<file path="config.mk">
export PLATFORM = sky130hd
export DESIGN_NAME = contador_entrada
export DESIGN_NICKNAME = d
export VERILOG_FILES = /design/src/rtl/contador_pkg.sv /design/src/rtl/debounce_botao.sv /design/src/rtl/contador_entrada.sv
export SDC_FILE = /design/constraint.sdc
export NUM_CORES = 1
export LEC_CHECK = 0
export CORE_MARGIN = 5
export CORE_UTILIZATION = 40
export DETAILED_ROUTE_END_ITERATION = 10
export PLACE_DENSITY_LB_ADDON = 0.2
export SYNTH_ARGS = -nofsm -noshare
export SYNTH_HDL_FRONTEND = slang
export SYNTH_HIERARCHICAL = 1
export SYNTH_SLANG_ARGS = --single-unit
</file>
<file path="constraint.sdc">
create_clock -name clk -period 2.45 [get_ports clk]
set_clock_uncertainty 0.2 [all_clocks]
set_input_delay 0.6125 -clock clk [delete_from_list [all_inputs] [get_ports clk]]
set_output_delay 0.6125 -clock clk [all_outputs]
set_load 0.02 [all_outputs]
</file>
<file path="src/rtl/contador_pkg.sv">
// Shared constants and the update-source type for the contador_entrada stimulus source.
package contador_pkg;
    localparam int LARGURA_ENTRADA        = 6;
    localparam int DEBOUNCE_CYCLES_PADRAO = 4;
    localparam int TICK_DIV_PADRAO        = 8;

    typedef enum logic [2:0] {
        NENHUM,
        CARGA,
        AUTO,
        INC,
        DEC
    } fonte_t;
endpackage

</file>
<file path="src/rtl/debounce_botao.sv">
// Raw push-button conditioner: 2-flop synchronizer, debounce counter, and a
// registered one-cycle pulse on each rising debounced level.
module debounce_botao #(
    parameter int DEBOUNCE_CYCLES = 4
) (
    input  logic clk,
    input  logic rst_n,
    input  logic botao_i,
    output logic pulso_o
);
    localparam int CW = (DEBOUNCE_CYCLES < 2) ? 1 : $clog2(DEBOUNCE_CYCLES + 1);

    logic          sync1_q;
    logic          sync2_q;
    logic          nivel_q;
    logic          nivel_d;
    logic          nivel_ant_q;
    logic          pulso_q;
    logic [CW-1:0] cnt_q;
    logic [CW-1:0] cnt_d;

    // The counter only runs while the synchronized value disagrees with the level.
    always_comb begin
        nivel_d = nivel_q;
        cnt_d   = '0;
        if (sync2_q != nivel_q) begin
            if (cnt_q == CW'(DEBOUNCE_CYCLES - 1)) begin
                nivel_d = sync2_q;
            end else begin
                cnt_d = cnt_q + CW'(1);
            end
        end
    end

    always_ff @(posedge clk or negedge rst_n) begin
        if (!rst_n) begin
            sync1_q     <= 1'b0;
            sync2_q     <= 1'b0;
            cnt_q       <= '0;
            nivel_q     <= 1'b0;
            nivel_ant_q <= 1'b0;
            pulso_q     <= 1'b0;
        end else begin
            sync1_q     <= botao_i;
            sync2_q     <= sync1_q;
            cnt_q       <= cnt_d;
            nivel_q     <= nivel_d;
            nivel_ant_q <= nivel_q;
            pulso_q     <= nivel_q & ~nivel_ant_q;
        end
    end

    assign pulso_o = pulso_q;
endmodule

</file>
<file path="src/rtl/contador_entrada.sv">
// 6-bit operand source for the 7-segment stage: parallel load, auto-scan
// divider and debounced inc/dec buttons, resolved by a fixed priority.
module contador_entrada
    import contador_pkg::*;
#(
    parameter int DEBOUNCE_CYCLES = DEBOUNCE_CYCLES_PADRAO,
    parameter int TICK_DIV        = TICK_DIV_PADRAO,
    parameter int LARGURA         = LARGURA_ENTRADA
) (
    input  logic               clk,
    input  logic               rst_n,
    input  logic               btn_inc,
    input  logic               btn_dec,
    input  logic               carga,
    input  logic [LARGURA-1:0] valor_carga,
    input  logic               modo_auto,
    output logic [LARGURA-1:0] entrada,
    output logic               atualizado
);
    localparam int TW = $clog2(TICK_DIV);

    logic               pulso_inc;
    logic               pulso_dec;
    fonte_t             fonte;
    logic [TW-1:0]      tick_q;
    logic [TW-1:0]      tick_d;
    logic [LARGURA-1:0] entrada_q;
    logic [LARGURA-1:0] entrada_d;
    logic               atualizado_q;
    logic               atualizado_d;

    debounce_botao #(.DEBOUNCE_CYCLES(DEBOUNCE_CYCLES)) u_deb_inc (
        .clk     (clk),
        .rst_n   (rst_n),
        .botao_i (btn_inc),
        .pulso_o (pulso_inc)
    );

    debounce_botao #(.DEBOUNCE_CYCLES(DEBOUNCE_CYCLES)) u_deb_dec (
        .clk     (clk),
        .rst_n   (rst_n),
        .botao_i (btn_dec),
        .pulso_o (pulso_dec)
    );

    // Press pulses are single-cycle, so any source that wins over them discards them.
    always_comb begin
        fonte  = NENHUM;
        tick_d = '0;
        if (carga) begin
            fonte = CARGA;
        end else if (modo_auto) begin
            if (tick_q == TW'(TICK_DIV - 1)) begin
                fonte = AUTO;
            end else begin
                tick_d = tick_q + TW'(1);
            end
        end else if (pulso_inc && !pulso_dec) begin
            fonte = INC;
        end else if (pulso_dec && !pulso_inc) begin
            fonte = DEC;
        end
    end

    always_comb begin
        entrada_d = entrada_q;
        case (fonte)
            CARGA:    entrada_d = valor_carga;
            AUTO,
            INC:      entrada_d = entrada_q + LARGURA'(1);
            DEC:      entrada_d = entrada_q - LARGURA'(1);
            default:  entrada_d = entrada_q;
        endcase
        atualizado_d = (fonte != NENHUM);
    end

    always_ff @(posedge clk or negedge rst_n) begin
        if (!rst_n) begin
            tick_q       <= '0;
            entrada_q    <= '0;
            atualizado_q <= 1'b0;
        end else begin
            tick_q       <= tick_d;
            entrada_q    <= entrada_d;
            atualizado_q <= atualizado_d;
        end
    end

    assign entrada    = entrada_q;
    assign atualizado = atualizado_q;
endmodule
</file>
==> results_dict.tcl, run 1 <==
set metrics [dict create \
    synth_mux_area_share_pct 4.48 \
    coreArea_um2 2780 \
    worstPathArrival_ns 2.39 \
    grt_usage_pct 11.6 \
    dr_total_vias 811 \
    ant_nets 0 \
    drc_errors 0 \
    diodes 0 \
    numCtsBuffers 3 \
    area_growth_pct 28.5 \
    yosys_register_bits 26 \
    rows 19 \
    drtIter0Drc 32 \
    drv_cap 0 \
    place_congestion 0.767 \
    slew_viol_final 0 \
    cp_max_fo 3 \
    vias_per_cell 5.30 \
    cts_tree "yes" \
    hold_end "u_deb_inc/sync2_q$_DFF_PN0_" \
    drtPass1Iterations 4 \
    grt_overflow_total 0 \
    grt_start_max_net_pins 27 \
    initial_core_util_pct 42.2 \
    start_kind "input pin" \
    reg2reg_to "entrada[2]$_DFFE_PN0P_" \
    p_per_area_nw_per_um2 949 \
    end_kind "register" \
    hp-start "u_deb_inc/sync1_q$_DFF_PN0_" \
    yosys.area_share.simple_pct 23.0 \
    syn_area_per_cell_um2 12.5 \
    grt_pass1_wl_um 3840 \
    outcome "completed" \
    synthesis.area_um2 1170 \
    layout-drive-gt1-share_pct 19.7 \
    p_leak_nw 0.670 \
    syn_inst 94 \
    antenna_found_initial 0 \
    synth-compound-area-share_pct 6.61 \
    hold_depth 0 \
    reg2reg_from "u_deb_inc/pulso_o$_DFF_PN0_" \
    worst_setup_hold_path_clk_slew_ns 0.14 \
    ioPinCount 19 \
    die_w_um 64.2 \
    placed_cells 148 \
    final_nets 140 \
    ys_types 29 \
    dp_slack_ns -0.526 \
    stdcell_count 153 \
    hold_violations 0 \
    cts.sinks 26 \
    tightestPinTransition_ns 0.334 \
    wl_per_cell_um 13.7 \
    min_period_over_period_pct 95.5 \
    postCtsHoldBufs 0 \
    clock.fmax_mhz 427 \
    synth-adder-area-share_pct 5.33 \
    r2r_slack_ns 0.12 \
    clk_path_buf_depth 2 \
    worst_hold_slack_ns 0.169 \
    min_period_ns 2.34 \
    cts-root-buf "clkbuf_4" \
    fin_util_pct 54.2 \
    synth_seq_area_share_pct 55.4 \
    required_ns 2.50 \
    max_slew_margin_pct 77.6 \
    ctsHtreeMaxLevel 1 \
    wl_um 2100 \
    syn_nets 111 \
    setup_viol 0 \
    synthXorXnorAreaFrac_pct 3.73 \
    rsz0062_at_grt "true" \
    rr_worst_depth 7 \
    path_class "in -> reg" \
    ys_warn_count 6 \
    die_y_um 64.2 \
    fin_ws_ns 0.109 \
    hold_class "reg -> reg" \
    port_buffers 18 \
    irDropWorstVdd_mv 0.647 \
    clk_latency_ns 0.31 \
    synth_top_family_by_area "simple AND/OR/NAND/NOR gates" \
    first_global_vias 868 \
    dieArea_um2 4120 \
    dp_hpwl_um 1610 \
]
==> power by group <==
group	leakage (nW)	internal [mW]	total (mW)	switching [mW]
clock	0.0279	0.165	0.288	0.122
sequential	0.321	0.542	0.641	0.0992
combinational	0.321	0.277	0.503	0.226
==> cells by family (layout without fill, tap and decap cells) <==
family                     count (synthesis)  count (layout)
AOI/OAI and AO/OA                         10              10
xor gates and xnor gates                   5               5
adders and majority gates                  5               5
buffers and inverters                      4              32
DFF                                       26              26
muxes                                      5               5
and+or+nand+nor                           39              39
==> worst max-delay path: stages <==
cell and delay (ns):
clkdlybuf4s15_1 0.19, or4b_4 0.51, xnor2_2 0.16, ha_2 0.19
nor2_2 0.09, mux2i_1 0.09, or3_1 0.37, a31oi_1 0.16
==> per-layer routing <==
metal / wire [um] / share of wire [%] / GRT usage (%)
met1: 922 / 44 / 14.1
met2: 1080 / 51 / 19.3
met3: 83 / 3.9 / 4.03
met4: 20 / 0.95 / 3.05
met5: 0 / 0 / 0
==> through the flow <==
stage | setup TNS [ns] | power [mW] | instance area [um2]
4_1_cts | 0 | 1.44 | 1500
2_1_floorplan | 0 | 0.945 | 1180
5_1_grt | -0.00312 | 1.54 | 1510
3_3_place_gp | -1.30 | 1.12 | 1440
3_5_place_dp | -1.48 | 1.14 | 1440
6_report | 0 | 1.43 | 1510
==> how the worst max path moves through the flow <==
stage / startpoint / to / slack, ns / depth (start not counted)
floorplan: carga / entrada[4]$_DFFE_PN0P_ / 0.002 / 7
global placement: carga / entrada[4]$_DFFE_PN0P_ / -0.47 / 8
detailed placement: carga / entrada[4]$_DFFE_PN0P_ / -0.53 / 8
CTS: modo_auto / entrada[4]$_DFFE_PN0P_ / 0.08 / 8
global route: u_deb_inc/pulso_o$_DFF_PN0_ / entrada[2]$_DFFE_PN0P_ / -0.003 / 7
finish: modo_auto / entrada[2]$_DFFE_PN0P_ / 0.11 / 8
==> sequential cells by signal, summed over array words and instances (netlist names) <==
register and cells:
atualizado 1, entrada 6, tick_q 3, u_deb_dec/cnt_q 3, u_deb_dec/nivel_ant_q 1, u_deb_dec/nivel_q 1, u_deb_dec/pulso_o 1, u_deb_dec/sync1_q 1
u_deb_dec/sync2_q 1, u_deb_inc/cnt_q 3, u_deb_inc/nivel_ant_q 1, u_deb_inc/nivel_q 1, u_deb_inc/pulso_o 1, u_deb_inc/sync1_q 1, u_deb_inc/sync2_q 1
==> cell usage after synthesis, drive strengths merged <==
library cell / instances / area share (%)
ha: 5 / 5.3
a22oi: 3 / 1.9
buf: 1 / 0.43
nand4b: 1 / 0.75
nor2: 4 / 1.3
dfrtp: 26 / 55
a31oi: 1 / 0.53
a2111o: 3 / 2.9
nand4: 3 / 1.6
nand3: 7 / 3.0
nand3b: 1 / 0.64
nor4b: 1 / 2.0
o21ai: 3 / 1.3
mux2i: 3 / 2.6
xnor2: 3 / 2.2
or4b: 1 / 0.85
inv: 2 / 0.64
and3: 3 / 1.6
nor3b: 4 / 3.4
nor4: 1 / 0.53
nor2b: 7 / 5.0
or3: 1 / 0.53
mux2: 2 / 1.9
xor2: 2 / 1.5
nor3: 2 / 0.85
nand2: 3 / 0.96
clkbuf: 1 / 0.32
==> layout make-up <==
cell class                 instances  area [um2]
fill                             243        1270
sequential                        26         651
multi-input combinational         64         523
timing repair buffer              26         235
tap                               31        38.8
clock inverter                     1        30.0
clock buffer                       3        22.5
inverter                           2        7.51
==> placed cells by master (no fill, tap or decap), types with 2 or more instances in the layout <==
| cell | instances |
|---|---|
| xnor2_1 | 2 |
| a22oi_1 | 3 |
| clkbuf_4 | 3 |
| buf_4 | 8 |
| inv_1 | 2 |
| clkdlybuf4s50_1 | 16 |
| xor2_1 | 2 |
| dfrtp_1 | 26 |
| nand4_1 | 3 |
| a2111o_1 | 3 |
| nor2b_1 | 5 |
| nand3_1 | 7 |
| nor3b_2 | 2 |
| and3_1 | 3 |
| nor2b_4 | 2 |
| mux2i_1 | 3 |
| nor3b_1 | 2 |
| nor3_1 | 2 |
| nand2_1 | 3 |
| ha_1 | 4 |
| nor2_1 | 3 |
| o21ai_0 | 3 |
| mux2_2 | 2 |
==> timing repair <==
action	4_1_cts	5_1_grt
gates resized for setup	4	3
setup endpoints to repair	2	1
buffers inserted	0	1
pin swaps	3	5
Power figures use the tool's default switching activity.
==> inputs of run 2 (changes only) <==
Settings changed: CORE_UTILIZATION 40 to 46, GPL_TIMING_DRIVEN set to 0.
==> run 2 against run 1 <==
Critical endpoint is now entrada[4]$_DFFE_PN0P_. Sequential power hardly changed. Via count is 1.8% lower. Wire length is 9.1% lower. Clock-buffer cell count is 1 higher. Flip-flop and latch count stayed put.
==> results_dict.tcl, run 2 (same netlist as run 1, synthesis figures left out) <==
set metrics [dict create \
    setup_viol 0 \
    diodes 0 \
    outcome "completed" \
    rows 18 \
    layout_common_cells "dfrtp_1 (26), clkdlybuf4s50_1 (16), nand3_1 (7)" \
    min_period_ns 2.34 \
    ctsHtreeMaxLevel 1 \
    cts_tree "yes" \
    first_global_vias 755 \
    drtIter0Drc 17 \
    cts.sinks 26 \
    p_per_area_nw_per_um2 910 \
    die_w_um 60.5 \
    wl_um 1910 \
    wl_per_cell_um 13.0 \
    slew_viol_final 0 \
    grt_pass1_wl_um 3260 \
    dieArea_um2 3660 \
    coreArea_um2 2450 \
    p_int_uw 878 \
    irDropWorstVdd_mv 0.617 \
    ant_nets 0 \
    min_period_over_period_pct 95.5 \
    tightestPinTransition_ns 1.11 \
    initial_core_util_pct 47.8 \
    worst_setup_hold_path_clk_slew_ns 0.14 \
    p_sw_uw 427 \
    rsz0062_at_grt "false" \
    path_class "reg -> reg" \
    required_ns 2.51 \
    num-fill-cells 213 \
    fin_util_pct 58.4 \
    clock.fmax_mhz 427 \
    max_slew_margin_pct 25.5 \
    start_kind "register" \
    antenna_found_initial 0 \
    ioPinCount 19 \
    grt_usage_pct 11.9 \
    die_y_um 60.5 \
    worstPathArrival_ns 2.40 \
    cts-root-buf "clkbuf_4" \
    drtPass1Iterations 4 \
    clk_path_buf_depth 2 \
    pwr-share-clk_pct 16.2 \
    grt_start_max_net_pins 27 \
    area_growth_pct 22.2 \
    pwr-share-comb_pct 34.9 \
    end_kind "register" \
    port_buffers 18 \
    hold_violations 0 \
    hold_class "reg -> reg" \
    p_leak_nw 0.628 \
    switching_share_pct 32.8 \
    numCtsBuffers 3 \
    layout_commonest_cell "dfrtp_1" \
    cp_max_fo 3 \
    stdcell_count 147 \
    drv_cap 0 \
    drc_errors 0 \
    grt_overflow_total 0 \
    placed_cells 142 \
    dr_total_vias 796 \
    layout-drive-gt1-share_pct 15.4 \
    clk_latency_ns 0.31 \
    postCtsHoldBufs 0 \
    dp_hpwl_um 1460 \
    seqPwrFrac_pct 48.9 \
    final_nets 135 \
    vias_per_cell 5.41 \
    place_congestion 0.735 \
    largest_register_ff_count 6 \
]
==> run 2: through the flow <==
stage	area [um2]	TNS [ns]	hold WS, ns	setup WS [ns]	power [mW]
final	1430	0	0.168	0.111	1.31
after detailed placement	1400	-2.14	0.136	-0.760	1.11
after global placement	1400	-2.03	0.134	-0.747	1.09
after CTS	1440	0	0.172	0.00647	1.32
after floorplan	1180	0	0.117	0.00164	0.945
after global routing	1430	0	0.181	0.0318	1.40
==> run 2: power by group through the flow <==
stage          logic (mW)  clock network [mW]  registers (mW)
2_1_floorplan       0.272                   0           0.673
3_3_place_gp        0.447                   0           0.644
3_5_place_dp        0.459                   0           0.649
4_1_cts             0.461               0.222           0.640
5_1_grt             0.509               0.237           0.656
6_report            0.455               0.211           0.638
==> run 2: area by class of cell <==
type                            instances  area (um2)  share of cell area (%)
Buffer                                  2        8.76                   0.611
Clock buffer                            4        36.3                    2.53
Inverter                                2        7.51                   0.524
Multi-Input combinational cell         64         515                    36.0
Sequential cell                        26         651                    45.4
Tap cell                               30        37.5                    2.62
Timing Repair Buffer                   19         178                    12.4
==> run 2: what timing repair did <==
item                       in CTS  in global routing
cloned                          0                  0
pin swaps                       1                  0
setup endpoints to repair       3                  2
buffers inserted                1                  0
resized for setup               6                  3
==> run 2: final timing paths <==
kind	startpoint	end	slack, ns	depth (start not counted)
setup / recovery	u_deb_inc/pulso_o$_DFF_PN0_	entrada[4]$_DFFE_PN0P_	0.11	7
hold reg to reg	u_deb_dec/sync1_q$_DFF_PN0_	u_deb_dec/sync2_q$_DFF_PN0_	0.17	0
min in group asynchronous	rst_n	atualizado$_DFF_PN0_	0.68	1
setup reg to reg	u_deb_inc/pulso_o$_DFF_PN0_	entrada[4]$_DFFE_PN0P_	0.11	7
hold / removal	u_deb_dec/sync1_q$_DFF_PN0_	u_deb_dec/sync2_q$_DFF_PN0_	0.17	0
max in group asynchronous	rst_n	u_deb_inc/sync2_q$_DFF_PN0_	0.70	1
==> run 2: worst max-delay path, cell delays in order, from the launching register on <==
cell and delay (ns):
dfrtp_1 0.45, or4b_4 0.57, xnor2_1 0.14, ha_2 0.20
nor2_2 0.11, nand3_1 0.11, a2111o_1 0.43, nand3_1 0.07
==> run 2: per-layer routing <==
| metal | part of all wire, % | vias to the layer above | track usage [%] | wire length, um |
|---|---|---|---|---|
| met2 | 50 | 13 | 21.6 | 958 |
| met1 | 44 | 386 | 13.4 | 835 |
| met5 | 0 | - | 0 | 0 |
| met4 | 0.89 | 0 | 5.26 | 17 |
| li1 | - | 395 | - | - |
| met3 | 5.2 | 2 | 2.34 | 100 |
==> inputs of run 3 (changes only) <==
Settings changed: PLACE_DENSITY_LB_ADDON 0.2 to 0.12.
==> run 3 against run 2 <==
Highest routed layer unchanged. Clock power about the same. Register-to-register slack about the same. Die area unchanged. Critical endpoint unchanged.
==> results_dict.tcl, run 3 (same netlist as run 1, synthesis figures left out) <==
set metrics [dict create \
    max_slew_margin_pct 27.1 \
    rsz0062_at_grt "false" \
    pwr-share-clk_pct 15.9 \
    fin_area_um2 1430 \
    grt_start_max_net_pins 27 \
    rows 18 \
    busiest_layer "met2" \
    grtUsageMet3_pct 3.19 \
    dp_hpwl_um 1500 \
    outcome "completed" \
    p_leak_nw 0.628 \
    diodes 0 \
    cts_tree "yes" \
    worstPathArrival_ns 2.40 \
    pwr-share-comb_pct 35.5 \
    place_area_um2 1400 \
    dr_total_vias 798 \
    ctsHtreeMaxLevel 1 \
    layout_commonest_cell "dfrtp_1" \
    cts-root-buf "clkbuf_4" \
    min_period_ns 2.34 \
    grt_usage_pct 13.2 \
    power.total_mw 1.32 \
    grt_pass1_wl_um 3600 \
    final_nets 135 \
    coreArea_um2 2450 \
    layout_common_cells "dfrtp_1 (26), clkdlybuf4s50_1 (16), nand3_1 (7)" \
    tightestPinTransition_ns 1.09 \
    num-fill-cells 212 \
    vias_per_cell 5.43 \
    p_sw_uw 444 \
    met1_usage_pct 16.2 \
    port_buffers 18 \
    dieArea_um2 3660 \
    setup_viol 0 \
    min_period_over_period_pct 95.7 \
    cts.sinks 26 \
    die_w_um 60.5 \
    cp_max_fo 3 \
    irDropWorstVdd_mv 0.577 \
    start_kind "register" \
    ioPinCount 19 \
    drtIter0Drc 17 \
    fin_util_pct 58.4 \
    wl_per_cell_um 13.9 \
    worst_hold_slack_ns 0.169 \
    end_kind "register" \
    numCtsBuffers 3 \
    clock.fmax_mhz 427 \
    drc_errors 0 \
    clk_path_buf_depth 2 \
    drtPass1Iterations 4 \
    p_int_uw 879 \
    antenna_found_initial 0 \
    worst_setup_hold_path_clk_slew_ns 0.13 \
    required_ns 2.51 \
    layout-drive-gt1-share_pct 15.4 \
    path_class "reg -> reg" \
    postCtsHoldBufs 0 \
    grtUsageMet2_pct 22.1 \
    initial_core_util_pct 47.8 \
    ant_nets 0 \
    largest_register_ff_count 6 \
    wl_um 2050 \
    hold_violations 0 \
    seqPwrFrac_pct 48.6 \
    grt_overflow_total 0 \
    p_per_area_nw_per_um2 922 \
    clk_latency_ns 0.31 \
    drv_cap 0 \
    first_global_vias 821 \
    slew_viol_final 0 \
    place_congestion 0.709 \
    die_y_um 60.5 \
    switching_share_pct 33.6 \
    area_growth_pct 22.2 \
    hold_class "reg -> reg" \
]
[run 3: cell counts in the layout (fill, tap and decap cells not counted)]
No cell type changed its count.
[run 3: worst max-delay path, cell delays in order, from the launching register on]
cell and delay, ns:
dfrtp_1 0.45, or4b_4 0.56, xnor2_1 0.15, ha_2 0.20, nor2_2 0.13, nand3_1 0.11
a2111o_1 0.43, nand3_1 0.07
[run 3: layout make-up]
type	instances	area, um2	share of cell area (%)
flip-flops and latches	26	651	45.4
inverters	2	7.51	0.524
well taps	30	37.5	2.62
clock buffers	4	36.3	2.53
plain buffers	2	8.76	0.611
multi-input cells	64	515	36.0
repair buffers	19	178	12.4
[run 3: path summary, 6_finish.rpt]
check                                               to                   startpoint  slack [ns]  depth (start not counted)
hold / removal             u_deb_inc/sync2_q$_DFF_PN0_  u_deb_inc/sync1_q$_DFF_PN0_        0.17                          0
setup / recovery                entrada[4]$_DFFE_PN0P_  u_deb_inc/pulso_o$_DFF_PN0_        0.11                          7
setup reg to reg                entrada[4]$_DFFE_PN0P_  u_deb_inc/pulso_o$_DFF_PN0_        0.11                          7
hold reg to reg            u_deb_inc/sync2_q$_DFF_PN0_  u_deb_inc/sync1_q$_DFF_PN0_        0.17                          0
min in group asynchronous       entrada[4]$_DFFE_PN0P_                        rst_n        0.67                          1
max in group asynchronous  u_deb_dec/sync2_q$_DFF_PN0_                        rst_n        0.73                          1
[run 3: per-layer routing]
| layer | up-vias | wire [um] |
|---|---|---|
| met1 | 393 | 893 |
| met5 | - | 0 |
| met4 | 0 | 37 |
| li1 | 387 | - |
| met3 | 4 | 107 |
| met2 | 14 | 1010 |
[run 3: timing repair]
action / in CTS / in global routing
gates resized for setup: 7 / 2
setup buffers: 1 / 0
setup endpoints to repair: 3 / 2
pin swaps: 1 / 0
cloned: 0 / 0
[run 3: power by group through the flow]
stage          logic [mW]  clock network, mW  registers [mW]
2_1_floorplan       0.272                  0           0.673
3_3_place_gp        0.449                  0           0.643
3_5_place_dp        0.468                  0           0.651
4_1_cts             0.473              0.219           0.642
5_1_grt             0.529              0.234           0.663
6_report            0.470              0.210           0.643
[run 3: metrics by stage]
step | setup TNS (ns) | instances | worst slack (ns)
after global placement | -1.98 | 142 | -0.742
after detailed placement | -2.03 | 142 | -0.750
after global routing | 0 | 147 | 0.00945
final | 0 | 147 | 0.106
after CTS | 0 | 147 | 0.0202
after floorplan | 0 | 94 | 0.00164
